==> src/rtl/uart_pkg.sv <==
// uart_pkg: state encoding and default constants shared by the uart frame path.
package uart_pkg;

  // Assembler states. CHECK is only entered when the checksum byte is enabled.
  typedef enum logic [1:0] {
    HUNT    = 2'd0,
    COLLECT = 2'd1,
    CHECK   = 2'd2
  } state_t;

  // Start-of-frame byte used unless the instance overrides it.
  localparam logic [7:0] DEFAULT_HEADER = 8'h80;

endpackage

==> src/rtl/uart_frame_timer.sv <==
// uart_frame_timer: idle-cycle counter between bytes of a frame.
// expire is combinational: it is high in the cycle whose count would reach
// TIMEOUT_CYC, so the owner can act on the same clock edge. TIMEOUT_CYC == 0
// removes the counter entirely and expire is tied low.
module uart_frame_timer #(
  parameter int TIMEOUT_CYC = 100000
) (
  input  logic clk,
  input  logic rst_n,
  input  logic clr,
  input  logic en,
  output logic expire
);

  generate
    if (TIMEOUT_CYC == 0) begin : g_off
      logic unused_inputs;
      assign unused_inputs = ^{clk, rst_n, clr, en};
      assign expire        = 1'b0;
    end else begin : g_on
      localparam int TW = $clog2(TIMEOUT_CYC + 1);
      localparam logic [TW-1:0] LAST = TW'(TIMEOUT_CYC - 1);

      logic [TW-1:0] cnt_reg;

      // Count idle cycles; clear has priority so a byte restarts the window.
      always_ff @(posedge clk or negedge rst_n) begin
        if (!rst_n) begin
          cnt_reg <= '0;
        end else if (clr) begin
          cnt_reg <= '0;
        end else if (en) begin
          cnt_reg <= cnt_reg + 1'b1;
        end
      end

      assign expire = en & ~clr & (cnt_reg == LAST);
    end
  endgenerate

endmodule

==> src/rtl/uart_frame_assembler.sv <==
// uart_frame_assembler: hunts for HEADER in the uart byte stream, collects
// WORD_BYTES payload bytes MSB-first and presents the word on a valid/ready
// register. Inter-byte timeout and rx_error abort the frame with a one-cycle
// frame_error pulse; a finished word that cannot be stored sets sticky overflow.
// Optional: define UART_FRAME_CSUM_EN to require a trailing checksum byte equal
// to HEADER XOR all payload bytes before the word is committed.
module uart_frame_assembler
  import uart_pkg::*;
#(
  parameter int         WORD_BYTES  = 2,
  parameter logic [7:0] HEADER      = DEFAULT_HEADER,
  parameter int         TIMEOUT_CYC = 100000
) (
  input  logic                    clk,
  input  logic                    rst_n,
  input  logic                    rx_valid,
  input  logic [7:0]              rx_byte,
  input  logic                    rx_error,
  output logic [8*WORD_BYTES-1:0] dout,
  output logic                    dout_valid,
  input  logic                    dout_ready,
  output logic                    frame_error,
  output logic                    overflow,
  output logic                    busy
);

  localparam int W  = 8 * WORD_BYTES;
  localparam int CW = $clog2(WORD_BYTES + 1);
  localparam logic [CW-1:0] LAST_IDX = CW'(WORD_BYTES - 1);

  state_t          state_reg, state_next;
  logic [CW-1:0]   cnt_reg;
  logic [W-1:0]    sh_reg;
  logic [W+7:0]    sh_cat;
  logic [W-1:0]    sh_shift;
  logic [7:0]      unused_sh_top;
  logic [W-1:0]    commit_word;
  logic [W-1:0]    dout_reg;
  logic            dout_valid_reg, frame_error_reg, overflow_reg;
  logic            start, take_byte, abort, commit_req, csum_bad;
  logic            tmr_clr, tmr_en, tmr_expire;

  // Shift in the new byte at the bottom; the oldest byte falls off the top.
  assign sh_cat        = {sh_reg, rx_byte};
  assign sh_shift      = sh_cat[W-1:0];
  assign unused_sh_top = sh_cat[W+7:W];

`ifdef UART_FRAME_CSUM_EN
  logic [7:0] csum_reg;
  // In CHECK the payload is already complete in the shift register.
  assign commit_word = sh_reg;
`else
  // Commit straight from the last payload byte, no extra register stage.
  assign commit_word = sh_shift;
`endif

  // The timer only runs inside a frame and restarts on every received byte.
  assign tmr_clr = (state_reg == HUNT) | rx_valid;
  assign tmr_en  = (state_reg != HUNT) & ~rx_valid;

  uart_frame_timer #(.TIMEOUT_CYC(TIMEOUT_CYC)) u_timer (
    .clk    (clk),
    .rst_n  (rst_n),
    .clr    (tmr_clr),
    .en     (tmr_en),
    .expire (tmr_expire)
  );

  // State register.
  always_ff @(posedge clk or negedge rst_n) begin
    if (!rst_n) state_reg <= HUNT;
    else        state_reg <= state_next;
  end

  // Next state and per-cycle events; rx_error beats a simultaneous byte.
  always_comb begin
    state_next = state_reg;
    start      = 1'b0;
    take_byte  = 1'b0;
    abort      = 1'b0;
    commit_req = 1'b0;
    csum_bad   = 1'b0;
    case (state_reg)
      HUNT: begin
        if (rx_valid && !rx_error && rx_byte == HEADER) begin
          start      = 1'b1;
          state_next = COLLECT;
        end
      end
      COLLECT: begin
        if (rx_error || tmr_expire) begin
          abort      = 1'b1;
          state_next = HUNT;
        end else if (rx_valid) begin
          take_byte = 1'b1;
          if (cnt_reg == LAST_IDX) begin
`ifdef UART_FRAME_CSUM_EN
            state_next = CHECK;
`else
            commit_req = 1'b1;
            state_next = HUNT;
`endif
          end
        end
      end
`ifdef UART_FRAME_CSUM_EN
      CHECK: begin
        if (rx_error || tmr_expire) begin
          abort      = 1'b1;
          state_next = HUNT;
        end else if (rx_valid) begin
          state_next = HUNT;
          if (rx_byte == csum_reg) commit_req = 1'b1;
          else                     csum_bad   = 1'b1;
        end
      end
`endif
      default: state_next = HUNT;
    endcase
  end

  // Payload shift register and byte counter.
  always_ff @(posedge clk or negedge rst_n) begin
    if (!rst_n) begin
      sh_reg  <= '0;
      cnt_reg <= '0;
    end else if (start) begin
      cnt_reg <= '0;
    end else if (take_byte) begin
      sh_reg  <= sh_shift;
      cnt_reg <= cnt_reg + 1'b1;
    end
  end

`ifdef UART_FRAME_CSUM_EN
  // Running XOR seeded with the header byte.
  always_ff @(posedge clk or negedge rst_n) begin
    if (!rst_n)         csum_reg <= '0;
    else if (start)     csum_reg <= HEADER;
    else if (take_byte) csum_reg <= csum_reg ^ rx_byte;
  end
`endif

  // Output word register: accept a finished word only if the slot is free
  // or being drained this cycle, otherwise drop it and flag overflow.
  always_ff @(posedge clk or negedge rst_n) begin
    if (!rst_n) begin
      dout_reg       <= '0;
      dout_valid_reg <= 1'b0;
      overflow_reg   <= 1'b0;
    end else if (commit_req) begin
      if (!dout_valid_reg || dout_ready) begin
        dout_reg       <= commit_word;
        dout_valid_reg <= 1'b1;
      end else begin
        overflow_reg <= 1'b1;
      end
    end else if (dout_valid_reg && dout_ready) begin
      dout_valid_reg <= 1'b0;
    end
  end

  // One-cycle error pulse for timeout, rx_error abort or checksum mismatch.
  always_ff @(posedge clk or negedge rst_n) begin
    if (!rst_n) frame_error_reg <= 1'b0;
    else        frame_error_reg <= abort | csum_bad;
  end

  assign dout        = dout_reg;
  assign dout_valid  = dout_valid_reg;
  assign frame_error = frame_error_reg;
  assign overflow    = overflow_reg;
  assign busy        = (state_reg != HUNT);

endmodule

==> config.mk <==
export PLATFORM = sky130hd
export DESIGN_NAME = uart_frame_assembler
export DESIGN_NICKNAME = d
export VERILOG_FILES = /design/src/rtl/uart_pkg.sv /design/src/rtl/uart_frame_timer.sv /design/src/rtl/uart_frame_assembler.sv
export SDC_FILE = /design/constraint.sdc
export NUM_CORES = 1
export LEC_CHECK = 0
export BUFFER_PORTS_ARGS = -buffer_cell sky130_fd_sc_hd__buf_2
export CORE_ASPECT_RATIO = 0.75
export CORE_UTILIZATION = 55
export CTS_CLUSTER_SIZE = 16
export DETAILED_ROUTE_END_ITERATION = 7
export GPL_ROUTABILITY_DRIVEN = 0
export PLACE_DENSITY = 0.78
export SETUP_SLACK_MARGIN = 0.15
export SLEW_MARGIN = 40
export SYNTH_ARGS = -nofsm -noshare
export SYNTH_HDL_FRONTEND = slang
export SYNTH_SLANG_ARGS = --single-unit
==> constraint.sdc <==
create_clock -name clk -period 1.8 [get_ports clk]
set_input_delay 0.18 -clock clk [delete_from_list [all_inputs] [get_ports clk]]
set_output_delay 0.18 -clock clk [all_outputs]
set_load 0.01 [all_outputs]
**Word-level counts from Yosys, hierarchy flattened**

Cells that the tools add are included.

- Bits in registers: 48
- Output and inout port bits: 20
- Word-level logic and storage cells: 66

- Add/subtract/negate cells: 2
- Eq/ne operators: 8
- Multiplexer cells: 23
- Bitwise operators: 8
- Reductions and logical operators: 17

Operators with widths:

| operator | number |
|---|---|
| $mux 17 | 2 |
| $add 17x1->17 const B | 1 |
| $eq 17x17->1 const B | 1 |
| $mux 1 | 14 |
| $mux 2 | 6 |
| $eq 8x8->1 const B | 1 |
| $reduce_and 2->1 | 4 |
| $reduce_bool 2->1 | 4 |
| $ne 3x3->1 const B | 2 |
| $eq 2x1->1 const B | 2 |
| $ne 2x1->1 const B | 2 |
| $not 1->1 | 4 |
| $pmux 2 s2 | 1 |
| $and 1x1->1 | 3 |
| $logic_and 1x1->1 | 3 |
| $reduce_and 3->1 | 1 |
| $add 2x1->2 const B | 1 |
| $logic_not 1->1 | 2 |
| $logic_not 2->1 | 1 |
| $logic_or 1x1->1 | 2 |
| $or 1x1->1 | 1 |

**Logic depth before layout (Yosys ltp)**

Gate-level depths: netlist of run 1.

- Word-level depth: 10
- Gate-level depth with buffers: 6
- Gate-level depth less buffers: 5

**Cells and area by module**

Synthesis of run 1 repeated with hierarchy kept, for this count alone.

- Cells, all modules: 167
- Area total of the unflattened synthesis: 2120.8 um^2

Modules (own cells, without submodules):

| module | instances | cells an instance | area an instance (um^2) | seq. area each (um^2) |
|---|---|---|---|---|
| uart_frame_assembler | 1 | 80 | 1252.5 | 750.7 |
| uart_frame_timer | 1 | 87 | 868.3 | 425.4 |

**Worst setup path before layout of run 1**

Ideal clock, no wire load.

- Path type: reg-to-reg
- From: register state_reg[0]
- To: register dout_reg[0], in the netlist dout[0]
- Setup time: 0.125 ns
- Arrival time: 1.549 ns
- Setup slack: 0.126 ns
- Stages on the path, launching flop included: 6
- Path buffers: 1
- Cells stage by stage: dfrtp_1 -> and3b_1 -> nand2_1 -> nor2_2 -> buf_2 -> mux2_2

- Word-level cells in the longest chain between the ends: 9

RTL lines:

| item | line | text |
|---|---|---|
| start, declared | uart_frame_assembler.sv:31 | `state_t state_reg, state_next;` |
| start signal, assigned | uart_frame_assembler.sv:72 | `else state_reg <= state_next;` |
| $logic_not 2->1 | uart_frame_assembler.sv:58 | `assign tmr_clr = (state_reg == HUNT) \| rx_valid;` |
| $or 1x1->1 | uart_frame_assembler.sv:58 |  |
| $not 1->1 | uart_frame_timer.sv:37 | `assign expire = en & ~clr & (cnt_reg == LAST);` |
| $and 1x1->1 (2 in series) | uart_frame_timer.sv:37 |  |
| $logic_or 1x1->1 | uart_frame_assembler.sv:91 | `if (rx_error \|\| tmr_expire) begin` |
| $mux 1 | uart_frame_assembler.sv:91 |  |
| $mux 1 * | uart_frame_assembler.sv:83 | `case (state_reg)` |
| $reduce_and 2->1 (no source line) * | - |  |
| end signal, assigned | uart_frame_assembler.sv:153 | `dout_reg <= commit_word;` |
| end, declared | uart_frame_assembler.sv:38 | `logic [W-1:0] dout_reg;` |

Every way passes the cells marked *; elsewhere a longest branch is shown, timed or not.
A chain may end at the register's enable or synchronous reset.

**Worst setup path after layout of run 1**

- From: register u_timer.g_on.cnt_reg[6]
- To: register u_timer.g_on.cnt_reg[13]

- Word-level cells in the longest chain between the ends: 3

RTL lines:

| item | line | text |
|---|---|---|
| start, declared | uart_frame_timer.sv:24 | `logic [TW-1:0] cnt_reg;` |
| start signal, assigned | uart_frame_timer.sv:33 | `cnt_reg <= cnt_reg + 1'b1;` |
| $add 17x1->17 | uart_frame_timer.sv:33 |  |
| $mux 17 | uart_frame_timer.sv:32 | `end else if (en) begin` |
| $mux 17 | uart_frame_timer.sv:30 | `end else if (clr) begin` |

Every way passes these cells. The select of a mux whose other input is x is not followed.

==> results of run 1 <==
cell usage after synthesis, types with 3 or more instances:
cell type  count  share of area, %
o21ai_0        5               1.2
mux2_2        16               8.9
dfrtp_1       47                58
xor2_1         7               3.0
inv_1          4              0.74
nand2_1       34               6.3
nor2b_1        3              0.93
a21oi_1        3              0.74
nand4_1        5               1.5
xnor2_1        3               1.3
nor2_1        13               2.4
nand3_1        8               2.0
clkbuf_1       4              0.74
area by class of cell:
cell class	count	area, µm²	share of cell area [%]
well taps	50	62.6	2.53
clock inverters	2	12.5	0.506
inverters	4	15.0	0.607
flip-flops and latches	47	1180	47.7
multi-input cells	127	820	33.1
repair buffers	50	310	12.6
clock buffers	6	72.6	2.94
power by group through the flow:
stage	combinational [µW]	clock, µW	sequential [µW]
after CTS	53.0	630	1060
final	51.3	611	1060
after detailed placement	51.5	0	1080
after global routing	59.5	678	1060
after global placement	48.7	0	1080
after floorplan	7.76	0	1080
worst max-delay path, cell delays in order, from the launching register on:
cell and delay [ns]:
dfrtp_2 0.43, nand4_1 0.13, or4_4 0.47, or3_1 0.36, a21oi_1 0.13
placed cells by master, fill, tap and decap left out, types with 2 or more instances in the layout:
cell type,instances
dfrtp_2,3
buf_4,16
xnor2_1,3
and4_1,2
clkbuf_8,5
dfrtp_1,44
and2_1,2
buf_2,32
nand3_1,8
inv_1,4
o211ai_1,2
o21ai_0,5
or3_1,2
nor2_1,13
nor2b_1,3
nand4_1,5
nor4b_1,2
mux2_2,16
xor2_1,7
nor3_1,2
nand2_1,33
a21oi_1,3
cell families after synthesis:
family	share of synthesized area, %
buffers and inverters	1.73
flip-flops	58.1
XOR/XNOR	4.33
AND/OR/NAND/NOR	21.1
AO/OA/AOI/OAI	4.57
adder cells (fa/ha/maj)	1.24
multiplexers	8.90
worst min path at each step:
| stage | start | to |
|---|---|---|
| 2_1_floorplan | rst_n | cnt_reg[0]$_DFFE_PN0P_ |
| 3_3_place_gp | rst_n | u_timer.g_on.cnt_reg[11]$_DFF_PN0_ |
| 3_5_place_dp | rst_n | u_timer.g_on.cnt_reg[15]$_DFF_PN0_ |
| 4_1_cts | rx_byte[3] | sh_reg[3]$_DFFE_PN0P_ |
| 5_1_grt | rx_byte[3] | sh_reg[3]$_DFFE_PN0P_ |
| 6_report | rx_byte[3] | sh_reg[3]$_DFFE_PN0P_ |
metal layers:
metal / part of all wire, % / vias to the layer above / routed length, µm / track usage [%]
li1: - / 735 / - / -
met1: 47 / 747 / 1890 / 30.2
met2: 48 / 42 / 1950 / 39.0
met3: 4.4 / 2 / 177 / 5.52
met4: 0.47 / 0 / 19 / 6.54
met5: 0 / - / 0 / 0
per-stage QoR:
step           util [%]  hold WS [ns]  power, µW  setup slack [ns]  instance area (µm²)
2_1_floorplan         -        -0.116       1090             0.174                 2030
3_3_place_gp       67.2         0.288       1130             0.138                 2280
3_5_place_dp       67.2         0.302       1130            0.0952                 2280
4_1_cts            71.0        0.0990       1740             0.161                 2410
5_1_grt            72.7         0.104       1800             0.124                 2470
6_report           72.7         0.106       1720             0.207                 2470
timing repair:
action                                  in CTS  in global routing
hold buffers                                 1                  0
pin swaps                                    3                  4
buffers inserted                             4                  7
gates resized for setup                      3                  3
endpoints found under the setup margin       2                  3
endpoints found under the hold margin       47                  0
==> impl_metrics.py, run 1 <==
metrics = {
    "routing": {
        "ant_nets": 0,
        "drt_iter0_markers": 140,
        "vias_per_cell": 5.34,
        "drc": 0,
        "vias": 1526,
        "wl_mm": 4.04,
        "firstDrtPassIters": 4,
        "wl_per_cell_um": 14.1,
    },
    "die": {
        "die_area_um2": 3930,
        "num_rows": 18,
        "initial_core_util_pct": 59.5,
        "ios": 33,
        "coreArea_um2": 3400,
        "chipWidth_um": 72.1,
        "die_h_um": 54.5,
    },
    "worst_setup_path": {
        "critical_path_class": "register to register",
        "start_kind": "register",
        "crit_fanout": 6,
        "r2r-start": "u_timer.g_on.cnt_reg[6]$_DFF_PN0_",
        "critPathCapture": "u_timer.g_on.cnt_reg[13]$_DFF_PN0_",
        "critical_path_required_ns": 2.03,
        "end_kind": "register",
        "startpoint": "u_timer.g_on.cnt_reg[6]$_DFF_PN0_",
        "r2r_setup_slack_ns": 0.21,
        "reg2reg_depth": 4,
        "crit_arrival_ns": 1.82,
        "r2r-end": "u_timer.g_on.cnt_reg[13]$_DFF_PN0_",
    },
    "finish": {
        "layout.cells.non_filler": 286,
        "area_growth_pct": 22.1,
        "antenna_cells": 0,
        "n_fill_cell": 237,
        "largest_reg_flops": 17,
        "design.final.nets": 250,
        "drive_gt1_share_pct": 35.2,
    },
    "grt": {
        "grt_remaining_overflow": 0,
        "grt_pass1_vias": 1431,
        "grt_pass1_wl_mm": 6.59,
        "grt.total_usage_pct": 23.0,
        "antenna_found_initial": 0,
        "grt_max_degree": 48,
    },
    "clocking": {
        "worstSkewPairLatency_ns": 0.30,
        "path_clk_slew_ns": 0.08,
        "cts_buffers": 5,
        "cts_tree": "built",
        "htreeDepth": 2,
        "clkSinkCount": 47,
        "cts_root_buf": "clkbuf_8",
        "clockBufferDepth": 2,
    },
    "sta": {
        "finalCritPeriodShare_pct": 88.5,
        "period_minus_slack_ns": 1.59,
        "hold_violations": 0,
        "grt_setup_unrepaired": "true",
        "worstMarginPinSlew_ns": 0.552,
        "setup-tns-final_ns": 0,
        "setup_violations": 0,
        "slew_viol_final": 0,
        "fin_skew_ns": 0.00669,
        "slew_headroom_pct": 63.2,
        "timing.fmax_mhz": 628,
    },
    "power": {
        "p_comb_share_pct": 3.0,
        "vdd_drop_max_v": 0.000606,
        "p_int_uw": 1350,
        "p_leak_uw": 0.00123,
        "seqPwrFrac_pct": 61.6,
        "p_per_area_nw_per_um2": 697,
        "p_clk_share_pct": 35.4,
        "p_sw_uw": 375,
        "switching_share_pct": 21.8,
    },
    "synth": {
        "syn_nets": 198,
        "seq_area_frac_synth_pct": 58.1,
        "yosysUniqueCellTypes": 37,
        "synth_area_um2": 2020,
        "ys_ff_latch": 47,
        "async_reset_ff_share_pct": 100,
        "synth_edf_count": 0,
        "ys.flop_type": "dfrtp_1",
        "syn-instance-count": 183,
        "avgSynthCellArea_um2": 11.1,
        "yosysWarnings": 0,
    },
    "place": {
        "post-place-cells": 266,
        "hpwlAfterDp_mm": 2.82,
        "io_buffers": 32,
    },
    "status": {
        "status": "finished clean",
    },
    "flow_run": {
        "drv_cap": 0,
    },
    "hold_path": {
        "hold_depth": 3,
        "min_path_type": "primary input to register",
    },
}
(Power assumes the default switching activity.)
==> run 2: changes to the inputs <==
--- a/config.mk
+++ b/config.mk
@@ -7,11 +7,11 @@
 export LEC_CHECK = 0
 export BUFFER_PORTS_ARGS = -buffer_cell sky130_fd_sc_hd__buf_2
 export CORE_ASPECT_RATIO = 0.75
-export CORE_UTILIZATION = 55
+export CORE_UTILIZATION = 32
 export CTS_CLUSTER_SIZE = 16
 export DETAILED_ROUTE_END_ITERATION = 7
 export GPL_ROUTABILITY_DRIVEN = 0
-export PLACE_DENSITY = 0.78
+export PLACE_DENSITY = 0.5
 export SETUP_SLACK_MARGIN = 0.15
 export SLEW_MARGIN = 40
 export SYNTH_ARGS = -nofsm -noshare
==> run 2 against run 1 <==
  * Clock power rose by 50%
  * Final cell count rose by 9.1%
  * Sequential share of layout area fell by 1.7 points
  * Non-clock buffer count fell by 2
  * Core utilization fell by 30 points
==> impl_metrics.py, run 2 (synthesis results as in run 1) <==
metrics = {
    "finish": {
        "seqCellArea_um2": 1180,
        "fin_util_pct": 43.1,
        "largest_reg_flops": 17,
        "final_cell_mix": "46 x dfrtp_1, 33 x nand2_1, 32 x buf_2",
        "design.final.nets": 248,
        "n_fill_cell": 580,
        "area_growth_pct": 26.5,
        "multi_input_area_um2": 830,
        "layout.cells.non_filler": 312,
        "drive_gt1_share_pct": 33.8,
        "antenna_cells": 0,
        "layout_commonest_cell": "dfrtp_1",
    },
    "routing": {
        "ant_nets": 0,
        "wl_mm": 4.38,
        "vias_per_cell": 4.75,
        "drc": 0,
        "firstDrtPassIters": 4,
        "wl_per_cell_um": 14.0,
        "drt_iter0_markers": 102,
        "vias": 1483,
    },
    "status": {
        "status": "finished clean",
    },
    "power": {
        "vdd_drop_max_v": 0.000401,
        "p_leak_uw": 0.00125,
        "p_per_area_nw_per_um2": 795,
    },
    "worst_setup_path": {
        "r2r-end": "u_timer.g_on.cnt_reg[13]$_DFF_PN0_",
        "critical_path_required_ns": 2.03,
        "crit_arrival_ns": 1.83,
        "critical_path_class": "register to register",
        "end_kind": "register",
        "reg2reg_depth": 4,
        "r2r-start": "u_timer.g_on.cnt_reg[4]$_DFF_PN0_",
        "critPathCapture": "u_timer.g_on.cnt_reg[13]$_DFF_PN0_",
        "start_kind": "register",
        "startpoint": "u_timer.g_on.cnt_reg[4]$_DFF_PN0_",
        "crit_fanout": 4,
        "r2r_setup_slack_ns": 0.21,
    },
    "clocking": {
        "cts_buffers": 5,
        "htreeDepth": 2,
        "worstSkewPairLatency_ns": 0.30,
        "clockBufferDepth": 2,
        "path_clk_slew_ns": 0.09,
        "cts_root_buf": "clkbuf_8",
        "cts_tree": "built",
        "clkSinkCount": 47,
    },
    "hold_path": {
        "min_path_type": "primary input to register",
        "hold_depth": 3,
        "min_from": "rx_byte[4]",
    },
    "sta": {
        "worstMarginPinSlew_ns": 0.411,
        "finalCritPeriodShare_pct": 88.6,
        "setup-tns-final_ns": 0,
        "timing.fmax_mhz": 627,
        "fin_ws_ns": 0.205,
        "grt_setup_unrepaired": "true",
        "hold_violations": 0,
        "setup_violations": 0,
        "slew_viol_final": 0,
        "period_minus_slack_ns": 1.59,
        "slew_headroom_pct": 72.5,
        "hold_ws_ns": 0.101,
        "fin_skew_ns": 0.00764,
    },
    "die": {
        "die_area_um2": 6650,
        "die_h_um": 70.9,
        "num_rows": 24,
        "coreArea_um2": 5950,
        "initial_core_util_pct": 34.0,
        "chipWidth_um": 93.8,
        "ios": 33,
    },
    "flow_run": {
        "drv_cap": 0,
    },
    "place": {
        "hpwlAfterDp_mm": 3.08,
        "dpl_worst_slack_ns": 0.100,
        "post-place-cells": 297,
        "io_buffers": 32,
    },
    "grt": {
        "grt.total_usage_pct": 14.3,
        "grt_max_degree": 33,
        "grt_remaining_overflow": 0,
        "antenna_found_initial": 0,
        "grt_pass1_vias": 1384,
        "grt_pass1_wl_mm": 7.19,
    },
}
## run 2: how the worst min path moves through the flow
stage / to / slack, ns
5_1_grt: sh_reg[2]$_DFFE_PN0P_ / 0.11
6_report: sh_reg[4]$_DFFE_PN0P_ / 0.10
2_1_floorplan: cnt_reg[0]$_DFFE_PN0P_ / -0.12
4_1_cts: sh_reg[4]$_DFFE_PN0P_ / 0.09
3_5_place_dp: frame_error$_DFF_PN0_ / 0.13
3_3_place_gp: frame_error$_DFF_PN0_ / 0.13
## run 2: worst max-delay path, cell delays in order, from the launching register on
cell and delay, ns:
dfrtp_1 0.41, nand3_2 0.09, or4_4 0.55, or3_1 0.35, a21oi_1 0.12
## run 2: layout make-up
type / instances / share of cell area, %
clock buffers: 6 / 2.83
clock inverters: 2 / 2.35
inverters: 4 / 0.587
multi-input cells: 127 / 32.4
flip-flops and latches: 47 / 46.0
well taps: 78 / 3.81
repair buffers: 48 / 12.0
## run 2: where the power goes
| group | switching [µW] | internal, µW |
|---|---|---|
| Clock | 361 | 555 |
| Sequential | 2.20 | 1060 |
| Combinational | 37.1 | 20.3 |
## run 2: timing repair
| item | 4_1_cts | 5_1_grt |
|---|---|---|
| hold buffers | 1 | 0 |
| buffers inserted | 4 | 2 |
| pin swaps | 3 | 4 |
| hold endpoints to repair | 15 | 0 |
| setup endpoints to repair | 2 | 4 |
| gates cloned | 0 | 0 |
| gates resized for setup | 1 | 4 |
## run 2: metal layers
layer	routed length [µm]	GRT usage, %	share of wire (%)	up-vias
li1	-	-	-	730
met1	2360	22.6	54	714
met2	1820	19.1	42	34
met3	154	3.23	3.5	5
met4	40	4.62	0.91	0
met5	0	0	0	-
## run 2: per-stage QoR
stage | cell area [µm²] | power, µW
floorplan | 2030 | 1090
global placement | 2350 | 1140
detailed placement | 2350 | 1140
CTS | 2530 | 2060
global route | 2560 | 2100
finish | 2560 | 2030
